$ cat config.mk
export PLATFORM = sky130hd
export DESIGN_NAME = multicycle_controller
export DESIGN_NICKNAME = d
export VERILOG_FILES = /design/src/rtl/riscv_pkg.sv /design/src/rtl/multicycle_controller_alu_decoder.sv /design/src/rtl/multicycle_controller.sv
export SDC_FILE = /design/constraint.sdc
export NUM_CORES = 1
export LEC_CHECK = 0
export BUFFER_PORTS_ARGS = -buffer_cell sky130_fd_sc_hd__buf_2
export CAP_MARGIN = 5
export CORE_ASPECT_RATIO = 1.2
export CORE_MARGIN = 2
export CORE_UTILIZATION = 42
export CTS_CLUSTER_SIZE = 8
export DETAILED_ROUTE_END_ITERATION = 10
export HOLD_SLACK_MARGIN = 0.15
export PLACE_DENSITY = 0.84
export SLEW_MARGIN = 5
export SYNTH_ARGS = -nofsm -noshare
export SYNTH_HDL_FRONTEND = slang
export SYNTH_SLANG_ARGS = --single-unit
$ cat constraint.sdc
create_clock -name clk -period 1.6 [get_ports clk]
set_clock_uncertainty 0.15 [all_clocks]
set_input_delay 0.32 -clock clk [delete_from_list [all_inputs] [get_ports clk]]
set_output_delay 0.32 -clock clk [all_outputs]
set_load 0.005 [all_outputs]
$ cat src/rtl/riscv_pkg.sv
// Shared definitions for the multicycle RV32I core: opcodes, extend-unit
// select codes, ALU control codes and the controller state set.
// The immediate-select encoding must match the extend unit.
package riscv_pkg;

  localparam logic [6:0] OP_LW    = 7'b0000011;
  localparam logic [6:0] OP_SW    = 7'b0100011;
  localparam logic [6:0] OP_R     = 7'b0110011;
  localparam logic [6:0] OP_I     = 7'b0010011;
  localparam logic [6:0] OP_BEQ   = 7'b1100011;
  localparam logic [6:0] OP_JAL   = 7'b1101111;
  localparam logic [6:0] OP_LUI   = 7'b0110111;
  localparam logic [6:0] OP_AUIPC = 7'b0010111;

  typedef enum logic [2:0] {
    IMM_I = 3'b000,
    IMM_S = 3'b001,
    IMM_B = 3'b010,
    IMM_J = 3'b011,
    IMM_U = 3'b100
  } imm_src_t;

  typedef enum logic [2:0] {
    ALU_ADD = 3'b000,
    ALU_SUB = 3'b001,
    ALU_AND = 3'b010,
    ALU_OR  = 3'b011,
    ALU_XOR = 3'b100,
    ALU_SLT = 3'b101
  } alu_ctrl_t;

  // ALUOp: what the FSM asks of the ALU decoder
  typedef enum logic [1:0] {
    ALUOP_ADD   = 2'b00,
    ALUOP_SUB   = 2'b01,
    ALUOP_FUNCT = 2'b10
  } alu_op_t;

  typedef enum logic [3:0] {
    S_FETCH,
    S_DECODE,
    S_MEMADR,
    S_MEMREAD,
    S_MEMWB,
    S_MEMWRITE,
    S_EXECUTER,
    S_EXECUTEI,
    S_AUIPC,
    S_ALUWB,
    S_BEQ,
    S_JAL,
    S_LUIWB,
    S_TRAP
  } mc_state_t;

  // Immediate format implied by the opcode; unknown opcodes select I
  function automatic imm_src_t imm_sel(input logic [6:0] op);
    imm_src_t sel;
    case (op)
      OP_SW:            sel = IMM_S;
      OP_BEQ:           sel = IMM_B;
      OP_JAL:           sel = IMM_J;
      OP_LUI, OP_AUIPC: sel = IMM_U;
      default:          sel = IMM_I;
    endcase
    return sel;
  endfunction

endpackage

$ cat src/rtl/multicycle_controller_alu_decoder.sv
// ALU decoder: turns the FSM's ALUOp plus the instruction funct fields
// into the 3-bit ALU operation select.
module alu_decoder
  import riscv_pkg::*;
(
  input  logic [1:0] ALUOp,
  input  logic [2:0] funct3,
  input  logic       op5,
  input  logic       funct7b5,
  output logic [2:0] ALUControl
);

  alu_ctrl_t ctrl;

  // Select the ALU operation; only R-type (op5=1) can request subtract
  always_comb begin
    ctrl = ALU_ADD;
    case (ALUOp)
      ALUOP_SUB:   ctrl = ALU_SUB;
      ALUOP_FUNCT: begin
        case (funct3)
          3'b000:  ctrl = (op5 & funct7b5) ? ALU_SUB : ALU_ADD;
          3'b010:  ctrl = ALU_SLT;
          3'b100:  ctrl = ALU_XOR;
          3'b110:  ctrl = ALU_OR;
          3'b111:  ctrl = ALU_AND;
          default: ctrl = ALU_ADD;
        endcase
      end
      default:     ctrl = ALU_ADD;
    endcase
  end

  assign ALUControl = ctrl;

endmodule

$ cat src/rtl/multicycle_controller.sv
// Control FSM for the multicycle RV32I core (Moore, plus the branch term
// on PCWrite and opcode-driven ImmSrc).
// Optional feature: define CTRL_ILLEGAL_TRAP_EN to trap unknown opcodes
// into a sticky TRAP state flagged on the illegal output.
module multicycle_controller
  import riscv_pkg::*;
(
  input  logic       clk,
  input  logic       reset_n,
  input  logic [6:0] op,
  input  logic [2:0] funct3,
  input  logic       funct7b5,
  input  logic       Zero,
  output logic [2:0] ImmSrc,
  output logic [1:0] ALUSrcA,
  output logic [1:0] ALUSrcB,
  output logic [2:0] ALUControl,
  output logic [1:0] ResultSrc,
  output logic       AdrSrc,
  output logic       IRWrite,
  output logic       PCWrite,
  output logic       RegWrite,
  output logic       MemWrite
`ifdef CTRL_ILLEGAL_TRAP_EN
  ,
  output logic       illegal
`endif
);

  mc_state_t state, next_state;
  alu_op_t   aluop;
  logic      irw, pcupdate, branch, rw, mw;

  // State register; reset returns to FETCH immediately
  always_ff @(posedge clk or negedge reset_n) begin
    if (!reset_n) state <= S_FETCH;
    else          state <= next_state;
  end

  // Next-state and per-state control decode
  always_comb begin
    next_state = state;
    ALUSrcA    = 2'b00;
    ALUSrcB    = 2'b00;
    aluop      = ALUOP_ADD;
    ResultSrc  = 2'b00;
    AdrSrc     = 1'b0;
    irw        = 1'b0;
    pcupdate   = 1'b0;
    branch     = 1'b0;
    rw         = 1'b0;
    mw         = 1'b0;
    case (state)
      S_FETCH: begin
        irw        = 1'b1;
        ALUSrcB    = 2'b10;
        ResultSrc  = 2'b10;
        pcupdate   = 1'b1;
        next_state = S_DECODE;
      end
      S_DECODE: begin
        ALUSrcA = 2'b01;
        ALUSrcB = 2'b01;
        case (op)
          OP_LW, OP_SW: next_state = S_MEMADR;
          OP_R:         next_state = S_EXECUTER;
          OP_I:         next_state = S_EXECUTEI;
          OP_BEQ:       next_state = S_BEQ;
          OP_JAL:       next_state = S_JAL;
          OP_LUI:       next_state = S_LUIWB;
          OP_AUIPC:     next_state = S_AUIPC;
`ifdef CTRL_ILLEGAL_TRAP_EN
          default:      next_state = S_TRAP;
`else
          default:      next_state = S_FETCH;
`endif
        endcase
      end
      S_MEMADR: begin
        ALUSrcA    = 2'b10;
        ALUSrcB    = 2'b01;
        next_state = (op == OP_LW) ? S_MEMREAD : S_MEMWRITE;
      end
      S_MEMREAD: begin
        AdrSrc     = 1'b1;
        next_state = S_MEMWB;
      end
      S_MEMWB: begin
        ResultSrc  = 2'b01;
        rw         = 1'b1;
        next_state = S_FETCH;
      end
      S_MEMWRITE: begin
        AdrSrc     = 1'b1;
        mw         = 1'b1;
        next_state = S_FETCH;
      end
      S_EXECUTER: begin
        ALUSrcA    = 2'b10;
        aluop      = ALUOP_FUNCT;
        next_state = S_ALUWB;
      end
      S_EXECUTEI: begin
        ALUSrcA    = 2'b10;
        ALUSrcB    = 2'b01;
        aluop      = ALUOP_FUNCT;
        next_state = S_ALUWB;
      end
      S_AUIPC: begin
        ALUSrcA    = 2'b01;
        ALUSrcB    = 2'b01;
        next_state = S_ALUWB;
      end
      S_ALUWB: begin
        rw         = 1'b1;
        next_state = S_FETCH;
      end
      S_BEQ: begin
        ALUSrcA    = 2'b10;
        aluop      = ALUOP_SUB;
        branch     = 1'b1;
        next_state = S_FETCH;
      end
      S_JAL: begin
        ALUSrcA    = 2'b01;
        ALUSrcB    = 2'b10;
        pcupdate   = 1'b1;
        next_state = S_ALUWB;
      end
      S_LUIWB: begin
        ResultSrc  = 2'b11;
        rw         = 1'b1;
        next_state = S_FETCH;
      end
      S_TRAP:  next_state = S_TRAP;
      default: next_state = S_FETCH;
    endcase
  end

  alu_decoder u_alu_decoder (
    .ALUOp      (aluop),
    .funct3     (funct3),
    .op5        (op[5]),
    .funct7b5   (funct7b5),
    .ALUControl (ALUControl)
  );

  assign ImmSrc = imm_sel(op);

  // Write enables are gated by reset_n so nothing commits while reset is held
  assign IRWrite  = irw & reset_n;
  assign PCWrite  = (pcupdate | (branch & Zero)) & reset_n;
  assign RegWrite = rw & reset_n;
  assign MemWrite = mw & reset_n;

`ifdef CTRL_ILLEGAL_TRAP_EN
  assign illegal = (state == S_TRAP);
`endif

endmodule

==> Word-level counts from Yosys, hierarchy flattened <==
Cells that the tools add are included.
{ "word_totals": {"in_bits": 14, "elab_cells": 64, "out_inout_bits": 17, "ff_bits": 4} }
{ "classes": {"bitwise_logic": 7, "muxes": 17, "eq_ne": 27, "n_reduce_logical": 12} }
{ "ops": {"columns": ["cell", "count"], "rows": [
  ["$pmux 4 s7", 1],
  ["$eq 4x4->1 const B", 6],
  ["$pmux 4 s6", 1],
  ["$eq 7x6->1 const B", 3],
  ["$eq 4x3->1 const B", 4],
  ["$pmux 3 s5", 1],
  ["$eq 7x5->1 const B", 2],
  ["$eq 7x7->1 const B", 2],
  ["$pmux 2 s2", 3],
  ["$pmux 3 s4", 1],
  ["$reduce_or 4->1", 3],
  ["$reduce_or 2->1", 5],
  ["$eq 3x3->1 const B", 3],
  ["$eq 4x2->1 const B", 2],
  ["$eq 7x2->1 const B", 1],
  ["$mux 1", 7],
  ["$and 1x1->1", 6],
  ["$pmux 2 s3", 1],
  ["$pmux 3 s2", 1],
  ["$reduce_or 3->1", 2],
  ["$eq 4x1->1 const B", 1],
  ["$logic_not 4->1", 1],
  ["$eq 3x2->1 const B", 1],
  ["$logic_not 3->1", 1],
  ["4 further kinds", 4]
]} }

==> Longest topological paths before layout <==
{ "depth": {"ltp_word": 5, "mapped_depth": 7} }

==> Modules after synthesis <==
A second synthesis with hierarchy kept.
{ "hier_totals": {"cells_unflattened": 96, "hier_area_um2": 675.6} }
{ "modules_own_cells": {"columns": ["mod", "cells_each", "instances", "seq_area_each_um2", "area_per_inst_um2"], "rows": [
  ["multicycle_controller", 84, 1, 100.1, 576.8],
  ["alu_decoder", 12, 1, 0.0, 98.8]
]} }

==> Worst setup path after synthesis <==
OpenSTA, ideal clock, no wires.
{ "synth_path": {"kind": "register -> output", "from": "register state[3]", "to": "output port ALUControl[1]", "arrival_time_ns": 1.343, "setup_slack_ns": -0.213, "required_time_ns": 1.130, "n_path_buf": 1, "path_stages_with_launch": 7, "path_cell_list": "dfrtp_1 buf_6 nor2_1 and2_1 inv_1 ha_1 and4b_1"} }
{ "synth_via": {"elab_chain_len": 5} }
{ "synth_rtl": {"columns": ["item", "line_no", "rtl"], "rows": [
  ["start, declared", "multicycle_controller.sv:30", "mc_state_t state, next_state;"],
  ["start signal, assigned", "multicycle_controller.sv:37", "else state <= next_state;"],
  ["$eq 4x3->1", "multicycle_controller.sv:53", "case (state)"],
  ["$reduce_or 2->1 (no line)", null, null],
  ["$pmux 2 s2 *", "multicycle_controller.sv:53", null],
  ["$eq 2x2->1 / $eq 2x1->1 (equally long branches)", "multicycle_controller_alu_decoder.sv:18", "case (ALUOp)"],
  ["$pmux 3 s2 *", "multicycle_controller_alu_decoder.sv:18", null],
  ["end, declared", "multicycle_controller.sv:17", "output logic [2:0] ALUControl,"]
]} }
Every way passes the cells marked *; elsewhere a longest branch is shown, timed or not.

==> Final worst setup path <==
Ends and elaborated chain as after synthesis.

==> impl_summary.log <==
INFO  metric post_drt_wl_per_cell = 17.3 um
INFO  metric reg2reg_slack = -0.09 ns
INFO  metric top_family_by_delay_on_critical_path = simple AND/OR/NAND/NOR gates
INFO  metric crit_required = 1.13 ns
INFO  metric reg2regPathDepth = 6
INFO  metric critical_path.cell_chain = nor2b_4 -> and3_4 -> ha_4 -> and4b_1 -> buf_2
INFO  metric number_of_antenna_violations_at_the_first_check_in_global_routing = 0
INFO  metric initial_utilization = 44.1%
INFO  metric report.final.hold_viol_count = 0
INFO  metric critical_path_at = 1.65 ns
INFO  metric fp.dieW = 41.7 um
INFO  metric drv.max_cap_violation_count = 0
INFO  metric max_reg_flops = 4
INFO  metric worst_pin_slew = 0.283 ns
INFO  metric setup.worst_path.class = reg -> out
INFO  metric timing.rr.start = state[3]$_DFF_PN0_
INFO  metric place.detailed.hpwl = 1.88 mm
INFO  metric flow.area_growth_from_synthesis = 98.8%
INFO  metric run_status = finished with violations
INFO  metric detailedRoute.firstPassIterationCount = 4
INFO  metric report.final.setup_viol = 15
INFO  metric top_register = state
INFO  metric power.sequential.fraction = 13.9%
INFO  metric fin_total_pwr = 1.11 mW
INFO  metric ys_top_cells_by_area = sky130_fd_sc_hd__dfrtp_1 (14%), sky130_fd_sc_hd__buf_6 (7.9%), sky130_fd_sc_hd__nand3_1 (4.2%)
INFO  metric maxSlewViolCount = 0
INFO  metric numPlacedInstances = 164
INFO  metric clockRootBuffer = sky130_fd_sc_hd__clkbuf_4
INFO  metric max_clock_freq = 0.471 GHz
INFO  metric synth_async_sr_flop_share = 100%
INFO  metric largest_net_degree_at_the_start_of_global_routing = 10
INFO  metric p_switching = 0.447 mW
INFO  metric antennaDiodeCount = 0
INFO  metric summed_negative_setup_slack_over_all_endpoints = -4.73 ns
INFO  metric detailed_route_wire_length = 3.08 mm
INFO  metric synth_enable_flop_cells = 0
INFO  metric placed_area = 1080 sq um
INFO  metric leakagePower = 0.688 nW
INFO  metric core_region_area = 1620 sq um
INFO  metric clkPwrFrac = 12.4%
INFO  metric port_buffers = 30
INFO  metric ys_seq_area_share = 14.0%
INFO  metric synth_fp_nets = 109
INFO  metric post_synthesis_instance_area = 714 sq um
INFO  metric slew_headroom = 80.9%
INFO  metric cp.buffers_inverters = 1
INFO  metric final_net_count = 178
INFO  metric floorplan.die.height = 49.2 um
INFO  metric startpoint = state[3]$_DFF_PN0_
INFO  metric post_route_cells_drive_above_1_share = 73.8%
INFO  metric worstReg2RegEnd = state[3]$_DFF_PN0_
INFO  metric worst_skew_pair.late_latency = 0.25 ns
INFO  metric most_instantiated_cells_after_synthesis = sky130_fd_sc_hd__nor2_1 (8), sky130_fd_sc_hd__inv_1 (7), sky130_fd_sc_hd__nand3_1 (6)
INFO  metric clk_pin_slew = 0.04 ns
INFO  metric drcViolationCount = 0
INFO  metric postLayoutCoreUtil = 87.6%
INFO  metric internal-power = 0.665 mW
INFO  metric post-route-period-util = 133%
INFO  metric rsz_0062_raised_after_global_routing = true
INFO  metric synth.avg_cell_area = 7.68 sq um
INFO  metric critPathCapture = ALUControl[1]
INFO  metric critical-path-slowest-cell = sky130_fd_sc_hd__dfrtp_2
INFO  metric num_rows = 16
INFO  metric share_of_the_synthesized_area_in_the_top_cell_type = 14.0%
INFO  metric cts-buffers-inserted = 3
INFO  metric critPathMaxStageDelay = 0.44 ns
INFO  metric cp.depth = 5
INFO  metric syn_inst = 93
INFO  metric routed_via_density = 5.74
INFO  metric globalplace.congestion = 0.910
INFO  metric post-route-min-period = 2.12 ns
INFO  metric drtIter0Drc = 9
INFO  metric global_route.usage.total = 30.5%
INFO  metric overall_die_area = 2050 sq um
INFO  metric power_per_cell_area = 783 nW/um^2
INFO  metric power.share.switching = 40.2%
INFO  metric globalRoute.totalOverflow = 0
INFO  metric design_area = 1420 sq um
INFO  metric io-pin-count = 31
INFO  metric grt_first_pass_wirelength = 4.86 mm
INFO  metric num_vias = 1022
INFO  metric number_of_nets_still_failing_antenna_checks_after_routing = 0
INFO  metric synth.yosys.warnings = 0
INFO  metric violations = negative setup slack
INFO  metric hold_path_class = in -> async
INFO  metric finalHoldWorstSlack = 0.369 ns
INFO  metric setup_slack = -0.523 ns
INFO  metric synthDistinctLibCells = 45
INFO  metric end_kind = output port
INFO  metric ir_worst_vdd = 519 uV
INFO  metric first_global_vias = 1067
INFO  metric start_kind = register
INFO  metric tritoncts = built
INFO  metric top_regs = state x4
INFO  metric yosysTopAreaCell = sky130_fd_sc_hd__dfrtp_1
INFO  metric post_layout_nonfiller_instances = 178
INFO  metric clock_path_buffers = 2
INFO  metric clock_sink_count = 4
INFO  metric synth_flop_cell = sky130_fd_sc_hd__dfrtp_1
INFO  metric yosys.cell_count.top_type = sky130_fd_sc_hd__nor2_1
INFO  metric h-tree-depth = 1
INFO  metric cp_max_fo = 5
INFO  metric postSynthRegisterBits = 4
INFO  metric preCtsSetupSlack = -0.339 ns
INFO  metric comb_power_share = 73.8%
-- power groups by stage --
| stage | registers, mW | clock network (mW) | logic (mW) |
|---|---|---|---|
| CTS | 0.145 | 0.133 | 0.714 |
| finish | 0.155 | 0.137 | 0.820 |
| detailed placement | 0.142 | 0 | 0.585 |
| global route | 0.153 | 0.139 | 0.882 |
| floorplan | 0.136 | 0 | 0.336 |
| global placement | 0.140 | 0 | 0.566 |
-- worst register-to-register path, delay by kind of cell (launching register included) --
| family | cells | cell delay, ns |
|---|---|---|
| AOI/OAI and AO/OA | 2 | 0.28 |
| and+or+nand+nor | 2 | 0.46 |
| DFF | 1 | 0.46 |
| buffers and inverters | 2 | 0.27 |
-- cell type report --
cell class | count | area (sq um)
inverter | 7 | 26.3
clock buffer | 3 | 22.5
sequential | 4 | 105
timing repair buffer | 70 | 518
tap | 18 | 22.5
fill | 81 | 201
multi-input combinational | 76 | 726
-- repair_timing --
item                                   4_1_cts  5_1_grt
resized for setup                           31       24
hold buffers                                 1        0
setup endpoints to repair                   18       21
buffers inserted                             8        4
endpoints found under the hold margin        4        0
pin swaps                                   12        9
-- worst min-delay path by stage --
stage	startpoint	end	slack, ns
after floorplan	reset_n	state[0]$_DFF_PN0_	-0.13
after global placement	reset_n	state[0]$_DFF_PN0_	0.002
after detailed placement	reset_n	state[0]$_DFF_PN0_	0.005
after CTS	reset_n	state[0]$_DFF_PN0_	0.36
after global routing	reset_n	state[0]$_DFF_PN0_	0.41
final	reset_n	state[2]$_DFF_PN0_	0.37
-- cell families after synthesis --
family | count (synthesis) | share of synthesized area, %
AOI/OAI and AO/OA | 21 | 20.8
xor gates and xnor gates | 5 | 6.13
adders and majority gates | 2 | 3.50
buffers and inverters | 13 | 12.1
DFF | 4 | 14.0
muxes | 2 | 2.98
and+or+nand+nor | 46 | 40.5
-- layer usage --
layer	share of wire [%]	track usage (%)
met1	33	30.5
met2	58	59.9
met5	0	0
met4	5.4	16.7
met3	3.7	2.22
-- cell usage in the layout (no fill, tap or decap), types with 3 or more instances in the layout --
cell / n
sky130_fd_sc_hd__nor2_1: 5
sky130_fd_sc_hd__inv_2: 4
sky130_fd_sc_hd__nand3_1: 5
sky130_fd_sc_hd__or3_4: 3
sky130_fd_sc_hd__buf_2: 25
sky130_fd_sc_hd__inv_1: 3
sky130_fd_sc_hd__clkbuf_4: 3
sky130_fd_sc_hd__buf_4: 32
sky130_fd_sc_hd__buf_6: 10
sky130_fd_sc_hd__dfrtp_2: 4
sky130_fd_sc_hd__nand2_1: 3
Note: power is estimated with default switching activity, not from simulation.
